===== src/rtl/writeback_sequencer_pkg.sv =====
// Shared types and constants for the writeback sequencer and its opcode decoder.
package writeback_sequencer_pkg;

  // Control FSM states.
  typedef enum logic [2:0] {
    FETCH  = 3'd0,
    DECODE = 3'd1,
    EXEC   = 3'd2,
    MEM    = 3'd3,
    WB     = 3'd4,
    HALT   = 3'd5
  } state_t;

  // Instruction class produced by the decoder and latched in DECODE.
  typedef enum logic [2:0] {
    CLS_ALU     = 3'd0,
    CLS_LOAD    = 3'd1,
    CLS_STORE   = 3'd2,
    CLS_IMM     = 3'd3,
    CLS_HALT    = 3'd4,
    CLS_ILLEGAL = 3'd5
  } op_class_t;

  // Opcode encodings (6-bit native width).
  localparam logic [5:0] OPC_ALU   = 6'h00;
  localparam logic [5:0] OPC_LOAD  = 6'h23;
  localparam logic [5:0] OPC_STORE = 6'h2B;
  localparam logic [5:0] OPC_IMM   = 6'h0F;
  localparam logic [5:0] OPC_HALT  = 6'h3F;

  // Register-file input mux select.
  localparam logic [1:0] WB_SEL_ALU = 2'b00;
  localparam logic [1:0] WB_SEL_MEM = 2'b01;
  localparam logic [1:0] WB_SEL_EXT = 2'b10;

  // True for the classes that need a data-memory access after EXEC.
  function automatic logic is_mem_class(input op_class_t cls);
    return (cls == CLS_LOAD) || (cls == CLS_STORE);
  endfunction

endpackage


===== src/rtl/writeback_sequencer_decoder.sv =====
// Combinational opcode classifier: opcode -> {class, writeback select, illegal}.
module wb_seq_decoder
  import writeback_sequencer_pkg::*;
#(
  parameter int OPC_W = 6
) (
  input  logic [OPC_W-1:0] opcode,
  output op_class_t        op_class,
  output logic [1:0]       wb_sel,
  output logic             illegal
);

  localparam logic [OPC_W-1:0] CODE_ALU   = OPC_W'(OPC_ALU);
  localparam logic [OPC_W-1:0] CODE_LOAD  = OPC_W'(OPC_LOAD);
  localparam logic [OPC_W-1:0] CODE_STORE = OPC_W'(OPC_STORE);
  localparam logic [OPC_W-1:0] CODE_IMM   = OPC_W'(OPC_IMM);
  localparam logic [OPC_W-1:0] CODE_HALT  = OPC_W'(OPC_HALT);

  // Classify the opcode; any encoding not listed is an illegal NOP with no writeback.
  always_comb begin
    op_class = CLS_ILLEGAL;
    wb_sel   = WB_SEL_ALU;
    illegal  = 1'b1;
    case (opcode)
      CODE_ALU: begin
        op_class = CLS_ALU;
        illegal  = 1'b0;
      end
      CODE_LOAD: begin
        op_class = CLS_LOAD;
        wb_sel   = WB_SEL_MEM;
        illegal  = 1'b0;
      end
      CODE_STORE: begin
        op_class = CLS_STORE;
        illegal  = 1'b0;
      end
      CODE_IMM: begin
        op_class = CLS_IMM;
        wb_sel   = WB_SEL_EXT;
        illegal  = 1'b0;
      end
      CODE_HALT: begin
        op_class = CLS_HALT;
        illegal  = 1'b0;
      end
      default: ;
    endcase
  end

endmodule


===== src/rtl/writeback_sequencer.sv =====
// Multi-cycle control FSM: FETCH -> DECODE -> EXEC -> (MEM) -> (WB) per instruction.
// Optional memory-handshake timeout is compiled in with WB_SEQ_MEM_TIMEOUT_EN.
module writeback_sequencer
  import writeback_sequencer_pkg::*;
#(
  parameter int OPC_W       = 6,
  parameter int COUNT_W     = 16,
  parameter int MEM_TIMEOUT = 15
) (
  input  logic               clock,
  input  logic               reset_n,
  input  logic [OPC_W-1:0]   opcode,
  input  logic               mem_ready,
  output logic               mem_read,
  output logic               mem_write,
  output logic               ir_write,
  output logic               pc_write,
  output logic               reg_write,
  output logic [1:0]         wb_sel,
  output logic               halted,
  output logic               error,
  output logic [COUNT_W-1:0] retired_count
);

  state_t             state_reg, state_next;
  op_class_t          cls_reg, cls_next;
  logic [1:0]         wb_sel_reg, wb_sel_next;
  logic [COUNT_W-1:0] count_reg, count_next;
  // Low only in the cycle between reset release and the first clock edge, so
  // strobes stay quiet while reset is applied even though the state is FETCH.
  logic               run_reg;
  logic               timeout_hit;

  op_class_t          dec_class;
  logic [1:0]         dec_wb_sel;
  logic               dec_illegal;

  wb_seq_decoder #(
    .OPC_W(OPC_W)
  ) u_decoder (
    .opcode  (opcode),
    .op_class(dec_class),
    .wb_sel  (dec_wb_sel),
    .illegal (dec_illegal)
  );

  // State, latched instruction class, writeback select and retired counter.
  always_ff @(posedge clock or negedge reset_n) begin
    if (!reset_n) begin
      state_reg  <= FETCH;
      cls_reg    <= CLS_ALU;
      wb_sel_reg <= WB_SEL_ALU;
      count_reg  <= '0;
      run_reg    <= 1'b0;
    end else begin
      state_reg  <= state_next;
      cls_reg    <= cls_next;
      wb_sel_reg <= wb_sel_next;
      count_reg  <= count_next;
      run_reg    <= 1'b1;
    end
  end

  // Next-state and strobe decode; the opcode is only looked at in DECODE.
  always_comb begin
    state_next  = state_reg;
    cls_next    = cls_reg;
    wb_sel_next = wb_sel_reg;
    count_next  = count_reg;
    mem_read    = 1'b0;
    mem_write   = 1'b0;
    ir_write    = 1'b0;
    pc_write    = 1'b0;
    reg_write   = 1'b0;
    halted      = 1'b0;

    case (state_reg)
      FETCH: begin
        if (run_reg) begin
          mem_read = 1'b1;
          if (mem_ready) begin
            ir_write   = 1'b1;
            pc_write   = 1'b1;
            state_next = DECODE;
          end else if (timeout_hit) begin
            state_next = HALT;
          end
        end
      end
      DECODE: begin
        cls_next    = dec_class;
        wb_sel_next = dec_wb_sel;
        if (dec_class == CLS_HALT) begin
          state_next = HALT;
        end else if (dec_illegal) begin
          state_next = FETCH;
        end else begin
          state_next = EXEC;
        end
      end
      EXEC: begin
        state_next = is_mem_class(cls_reg) ? MEM : WB;
      end
      MEM: begin
        mem_read  = (cls_reg == CLS_LOAD);
        mem_write = (cls_reg == CLS_STORE);
        if (mem_ready) begin
          if (cls_reg == CLS_LOAD) begin
            state_next = WB;
          end else begin
            state_next = FETCH;
            count_next = count_reg + COUNT_W'(1);
          end
        end else if (timeout_hit) begin
          state_next = HALT;
        end
      end
      WB: begin
        reg_write  = 1'b1;
        count_next = count_reg + COUNT_W'(1);
        state_next = FETCH;
      end
      HALT: begin
        halted = 1'b1;
      end
      default: begin
        state_next = FETCH;
      end
    endcase

    // Every return to FETCH restores the ALU path on the writeback mux.
    if ((state_next == FETCH) && (state_reg != FETCH)) begin
      wb_sel_next = WB_SEL_ALU;
    end
  end

  assign wb_sel        = wb_sel_reg;
  assign retired_count = count_reg;

`ifdef WB_SEQ_MEM_TIMEOUT_EN
  localparam int WAIT_W = $clog2(MEM_TIMEOUT + 1);

  logic [WAIT_W-1:0] wait_reg;
  logic              waiting;
  logic              error_reg;

  // A request is outstanding in FETCH and MEM once the sequencer is running.
  assign waiting     = run_reg && ((state_reg == FETCH) || (state_reg == MEM));
  // The last permitted cycle without mem_ready; a ready in this cycle still completes.
  assign timeout_hit = waiting && !mem_ready && (wait_reg == WAIT_W'(MEM_TIMEOUT - 1));

  // Count consecutive unanswered request cycles; any completion or state change clears it.
  always_ff @(posedge clock or negedge reset_n) begin
    if (!reset_n) begin
      wait_reg <= '0;
    end else if (!waiting || mem_ready) begin
      wait_reg <= '0;
    end else begin
      wait_reg <= wait_reg + WAIT_W'(1);
    end
  end

  // Sticky error flag raised alongside the move to HALT on a timeout.
  always_ff @(posedge clock or negedge reset_n) begin
    if (!reset_n) begin
      error_reg <= 1'b0;
    end else if (timeout_hit) begin
      error_reg <= 1'b1;
    end
  end

  assign error = error_reg;
`else
  // Requests wait indefinitely; the threshold has no effect in this build.
  if (MEM_TIMEOUT > 0) begin : g_no_timeout
    assign timeout_hit = 1'b0;
    assign error       = 1'b0;
  end else begin : g_no_timeout_any
    assign timeout_hit = 1'b0;
    assign error       = 1'b0;
  end
`endif

endmodule

===== config.mk =====
export PLATFORM = sky130hd
export DESIGN_NAME = writeback_sequencer
export DESIGN_NICKNAME = d
export VERILOG_FILES = /design/src/rtl/writeback_sequencer_pkg.sv /design/src/rtl/writeback_sequencer_decoder.sv /design/src/rtl/writeback_sequencer.sv
export SDC_FILE = /design/constraint.sdc
export NUM_CORES = 1
export LEC_CHECK = 0
export ABC_AREA = 1
export CAP_MARGIN = 25
export CORE_MARGIN = 1.5
export CORE_UTILIZATION = 52
export CTS_BUF_LIST = sky130_fd_sc_hd__clkbuf_4 sky130_fd_sc_hd__clkbuf_8
export CTS_CLUSTER_SIZE = 12
export DETAILED_ROUTE_END_ITERATION = 16
export HOLD_SLACK_MARGIN = 0.08
export PLACE_DENSITY = 0.83
export SLEW_MARGIN = 20
export SYNTH_ARGS = -nofsm -noshare
export SYNTH_HDL_FRONTEND = slang
export SYNTH_SLANG_ARGS = --single-unit
export TNS_END_PERCENT = 5

===== constraint.sdc =====
create_clock -name clock -period 1.8 [get_ports clock]
set_input_delay 0.36 -clock clock [delete_from_list [all_inputs] [get_ports clock]]
set_output_delay 0.36 -clock clock [all_outputs]
set_load 0.02 [all_outputs]

Word level (Yosys, flattened, before mapping)

Index checks and enable logic that the tools add are counted.

Equal/unequal tests: 14
$add $sub $neg: 1
Multiplexer cells: 23
Reduce and logical (&&, ||, !) cells: 10

Operators by type and width:

| operator              | number |
|---|---|
| $mux 16               | 2 |
| $pmux 16 s2           | 1 |
| $pmux 3 s5            | 2 |
| $eq 6x6->1 const B    | 3 |
| $mux 3                | 6 |
| $add 16x1->16 const B | 1 |
| $eq 3x2->1 const B    | 3 |
| $eq 3x3->1 const B    | 3 |
| $mux 1                | 7 |
| $eq 3x1->1 const B    | 2 |
| $eq 6x4->1 const B    | 1 |
| $logic_not 3->1       | 2 |
| $logic_not 6->1       | 1 |
| $mux 2                | 3 |
| $reduce_or 5->1       | 1 |
| $ne 2x2->1 const B    | 2 |
| $pmux 2 s2            | 1 |
| $reduce_bool 2->1     | 2 |
| $reduce_and 3->1      | 1 |
| $reduce_bool 3->1     | 1 |
| $pmux 1 s2            | 1 |
| $logic_and 1x1->1     | 1 |
| $logic_or 1x1->1      | 1 |

Input port bits: 9
Output and inout bits: 25
Register bits after elaboration: 25

Logic depth before layout (Yosys ltp)

Word-level depth: 8
Mapped depth: 9
Mapped depth without buffers: 9

Cells and area by module

Synthesis repeated with hierarchy kept, for this count alone.

Cell total of the unflattened synthesis: 238
Area, all modules: 1,636.6 um^2

Modules (own cells, without submodules):

| module              | area an instance (um^2) | seq. area each (um^2) | instances | cells each |
|---|---|---|---|---|
| writeback_sequencer | 1,505.2                 | 625.6                 | 1         | 209 |
| wb_seq_decoder      | 131.4                   | 0.0                   | 1         | 29 |

Worst setup path before layout

No wires, ideal clock.

Path type: register to output
Start: reg state_reg[2]
End: out pc_write
Arrival: 1,179 ps
Stages on the path, launching flop included: 5
Slack: 261 ps
Cells stage by stage: dfrtp_1 -> inv_2 -> nand3_1 -> nor2_1 -> buf_4

Longest elaborated chain between the ends: 2

RTL lines:

| what                     | RTL line                  | RTL |
|---|---|---|
| start: declaration       | writeback_sequencer.sv:25 | `state_t state_reg, state_next;` |
| start signal: assignment | writeback_sequencer.sv:56 | `state_reg <= state_next;` |
| $logic_not 3->1          | -                         |  |
| $mux 1                   | -                         |  |
| end: declaration         | writeback_sequencer.sv:17 | `output logic pc_write,` |

Every way passes these cells.

Worst setup path after layout

Start: reg count_reg[2], in the netlist retired_count[2]
End: out retired_count[2]

RTL lines:

| what                     | RTL line                  | RTL |
|---|---|---|
| start: declaration       | writeback_sequencer.sv:28 | `logic [COUNT_W-1:0] count_reg, count_next;` |
| start signal: assignment | writeback_sequencer.sv:59 | `count_reg <= count_next;` |
| end: declaration         | writeback_sequencer.sv:22 | `output logic [COUNT_W-1:0] retired_count` |

No word-level cell between the ends.

==> flow_metrics.tcl <==
set metrics [dict create \
    hp-class "in -> async" \
    reg2reg_from "retired_count[0]" \
    antenna_found_initial 0 \
    syn_avg_cell_area_um2 7.23 \
    num_rows 19 \
    yosys_warnings 0 \
    io_pins 34 \
    synth_seq_area_share 0.420 \
    setup-violations-final 0 \
    syn_to_final_growth_pct 28.6 \
    synth_most_common_cell "nand2_1" \
    dieArea_um2 3200 \
    clkSlewWorstSetupHoldPaths_ns 0.13 \
    cts_buffer_depth 2 \
    end_kind "primary output" \
    synth-edff-count 0 \
    cpLargestDelayFamily "buffers and inverters" \
    coreArea_um2 2730 \
    ys_seq_elements 25 \
    grt_max_degree 26 \
    peakVddDrop_mv 1.08 \
    critPathLaunchType "register" \
    startpoint "retired_count[2]" \
    holdBufCountCts 0 \
    hold_violations 0 \
    io_buffers 32 \
    finClkSkew_ns 0.00559 \
    hpwlAfterDp_um 2410 \
    grt_usage 0.215 \
    crit_buf_inv 1 \
    antenna_left 0 \
    ys_top_cells_by_area "dfrtp_1 (42%), nand2_1 (14%), nor2_1 (8.8%), inv_1 (6.3%), xor2_1 (5.3%)" \
    wl_um 3130 \
    root_buffer "clkbuf_4" \
    vias 1363 \
    drc_errors 0 \
    critPathMaxFanout 4 \
    ys.flop_type "dfrtp_1" \
    drive_gt1_frac 0.121 \
    cp.required_ns 1.44 \
    largest_reg_flops 16 \
    final_cells 278 \
    gp_congestion 0.768 \
    crit_end "retired_count[2]" \
    cts_sinks 25 \
    avgRoutedWirePerCell_um 11.2 \
    fin_nets 258 \
    power_density_nw_per_um2 772 \
    clk_latency_ns 0.32 \
    netlist.area_leader.share 0.420 \
    syn-num-nets 216 \
    reg2reg_to "retired_count[14]" \
    h-tree-depth 1 \
    grt_pass1_wl_um 5400 \
    critPathArrivalTime_ns 1.37 \
    crit_path_top_delay_cell "clkdlybuf4s50_1" \
    die_h_um 56.5 \
    fmax_ghz 0.578 \
    drv_slew 0 \
    postCtsSetupRepairBufs 0 \
    worst-path-stages 1 \
    grt_pass1_vias 1241 \
    cts_tree "done" \
    grt_setup_unrepaired "true" \
    drtIter0Drc 49 \
    fin_crit_ns 1.73 \
    grt-ovfl-total 0 \
    reg2reg_depth 7 \
    critical-path-max-stage-delay_ns 0.63 \
    cts_buffers 3 \
    outcome "complete, no violations" \
    dp_cells 274 \
    fp.dieW_um 56.5 \
    ys_types 26 \
    path_cells "clkdlybuf4s50_1" \
    start_util 0.545 \
    post-route-period-util 0.961 \
    avgViaCountPerCell 4.90 \
    worstSetupPathType "reg -> out" \
    maxCapViolCount 0 \
    ys_top_cells_by_count "nand2_1 (57), nor2_1 (35), dfrtp_1 (25), inv_1 (25), nand3_1 (14)" \
    synth_cells 206 \
    hold-worst-slack_ns 0.378 \
    synth_top_area_cell "dfrtp_1" \
    r2r_slack_ns 0.28 \
    p_leak_uw 0.00111 \
    async_flop_share 1.00 \
    diodes 0 \
    netlist_area_um2 1490 \
    firstDrtPassIters 4 \
]
stage by stage:
step	cell area (um2)	setup WS (ns)	setup TNS [ns]	power (uW)	utilization
2_1_floorplan	1490	0.261	0	1000	-
3_3_place_gp	1890	-0.224	-0.447	1230	0.691
3_5_place_dp	1890	-0.257	-0.513	1240	0.691
4_1_cts	1910	-0.0876	-0.173	1490	0.697
5_1_grt	1920	-0.00583	-0.00583	1570	0.701
6_report	1920	0.0710	0	1480	0.701
how the worst min path moves through the flow:
stage,startpoint,slack (ns),end,cells after the start
after floorplan,reset_n,0.06,cls_reg[0],0
after global placement,retired_count[2],0.51,retired_count[2],1
after detailed placement,retired_count[2],0.51,retired_count[2],1
after CTS,reset_n,0.38,retired_count[7],2
after global routing,reset_n,0.39,cls_reg[1],2
final,reset_n,0.38,retired_count[3],2
metal layers:
layer | wire, um | track usage | part of all wire
met5 | 0 | 0 | 0
met3 | 98 | 0.0415 | 0.031
met1 | 1510 | 0.302 | 0.48
met4 | 29 | 0.0510 | 0.0093
met2 | 1490 | 0.344 | 0.48
placed cells by master (no fill, tap or decap), types with 9 or more instances in the layout:
| cell | n |
|---|---|
| dlymetal6s2s_1 | 9 |
| inv_1 | 25 |
| o21ai_0 | 9 |
| nand2_1 | 57 |
| dfrtp_1 | 24 |
| buf_4 | 10 |
| nand3_1 | 14 |
| clkdlybuf4s50_1 | 15 |
| nor2_1 | 34 |
| xor2_1 | 9 |
repair_timing:
action                                 CTS  global route
resized for setup                       12            18
cloned                                   0             0
setup endpoints to repair                9            13
endpoints found under the hold margin    0             0
cell families (layout without fill, tap and decap cells):
| group | count (synthesis) | after routing | synth area share |
|---|---|---|---|
| flops | 25 | 25 | 0.420 |
| other cells | 2 | 2 | 0.00504 |
| fa+ha+maj | 1 | 1 | 0.00839 |
| buf+inv | 32 | 73 | 0.0915 |
| xor+xnor | 13 | 13 | 0.0764 |
| compound gates | 15 | 15 | 0.0613 |
| simple gates | 118 | 118 | 0.338 |
area by class of cell:
type / instances / area (um2)
flip-flops and latches: 25 / 627
multi-input cells: 149 / 731
fillers: 234 / 817
repair buffers: 42 / 389
inverters: 27 / 101
well taps: 31 / 38.8
clock buffers: 4 / 30.0
where the power goes:
| group | switching, uW | internal [uW] | total (uW) |
|---|---|---|---|
| clock | 157 | 102 | 259 |
| combinational | 280 | 214 | 494 |
| sequential | 81.4 | 645 | 726 |
| total | 519 | 961 | 1480 |
Power figures use the tool's default switching activity.
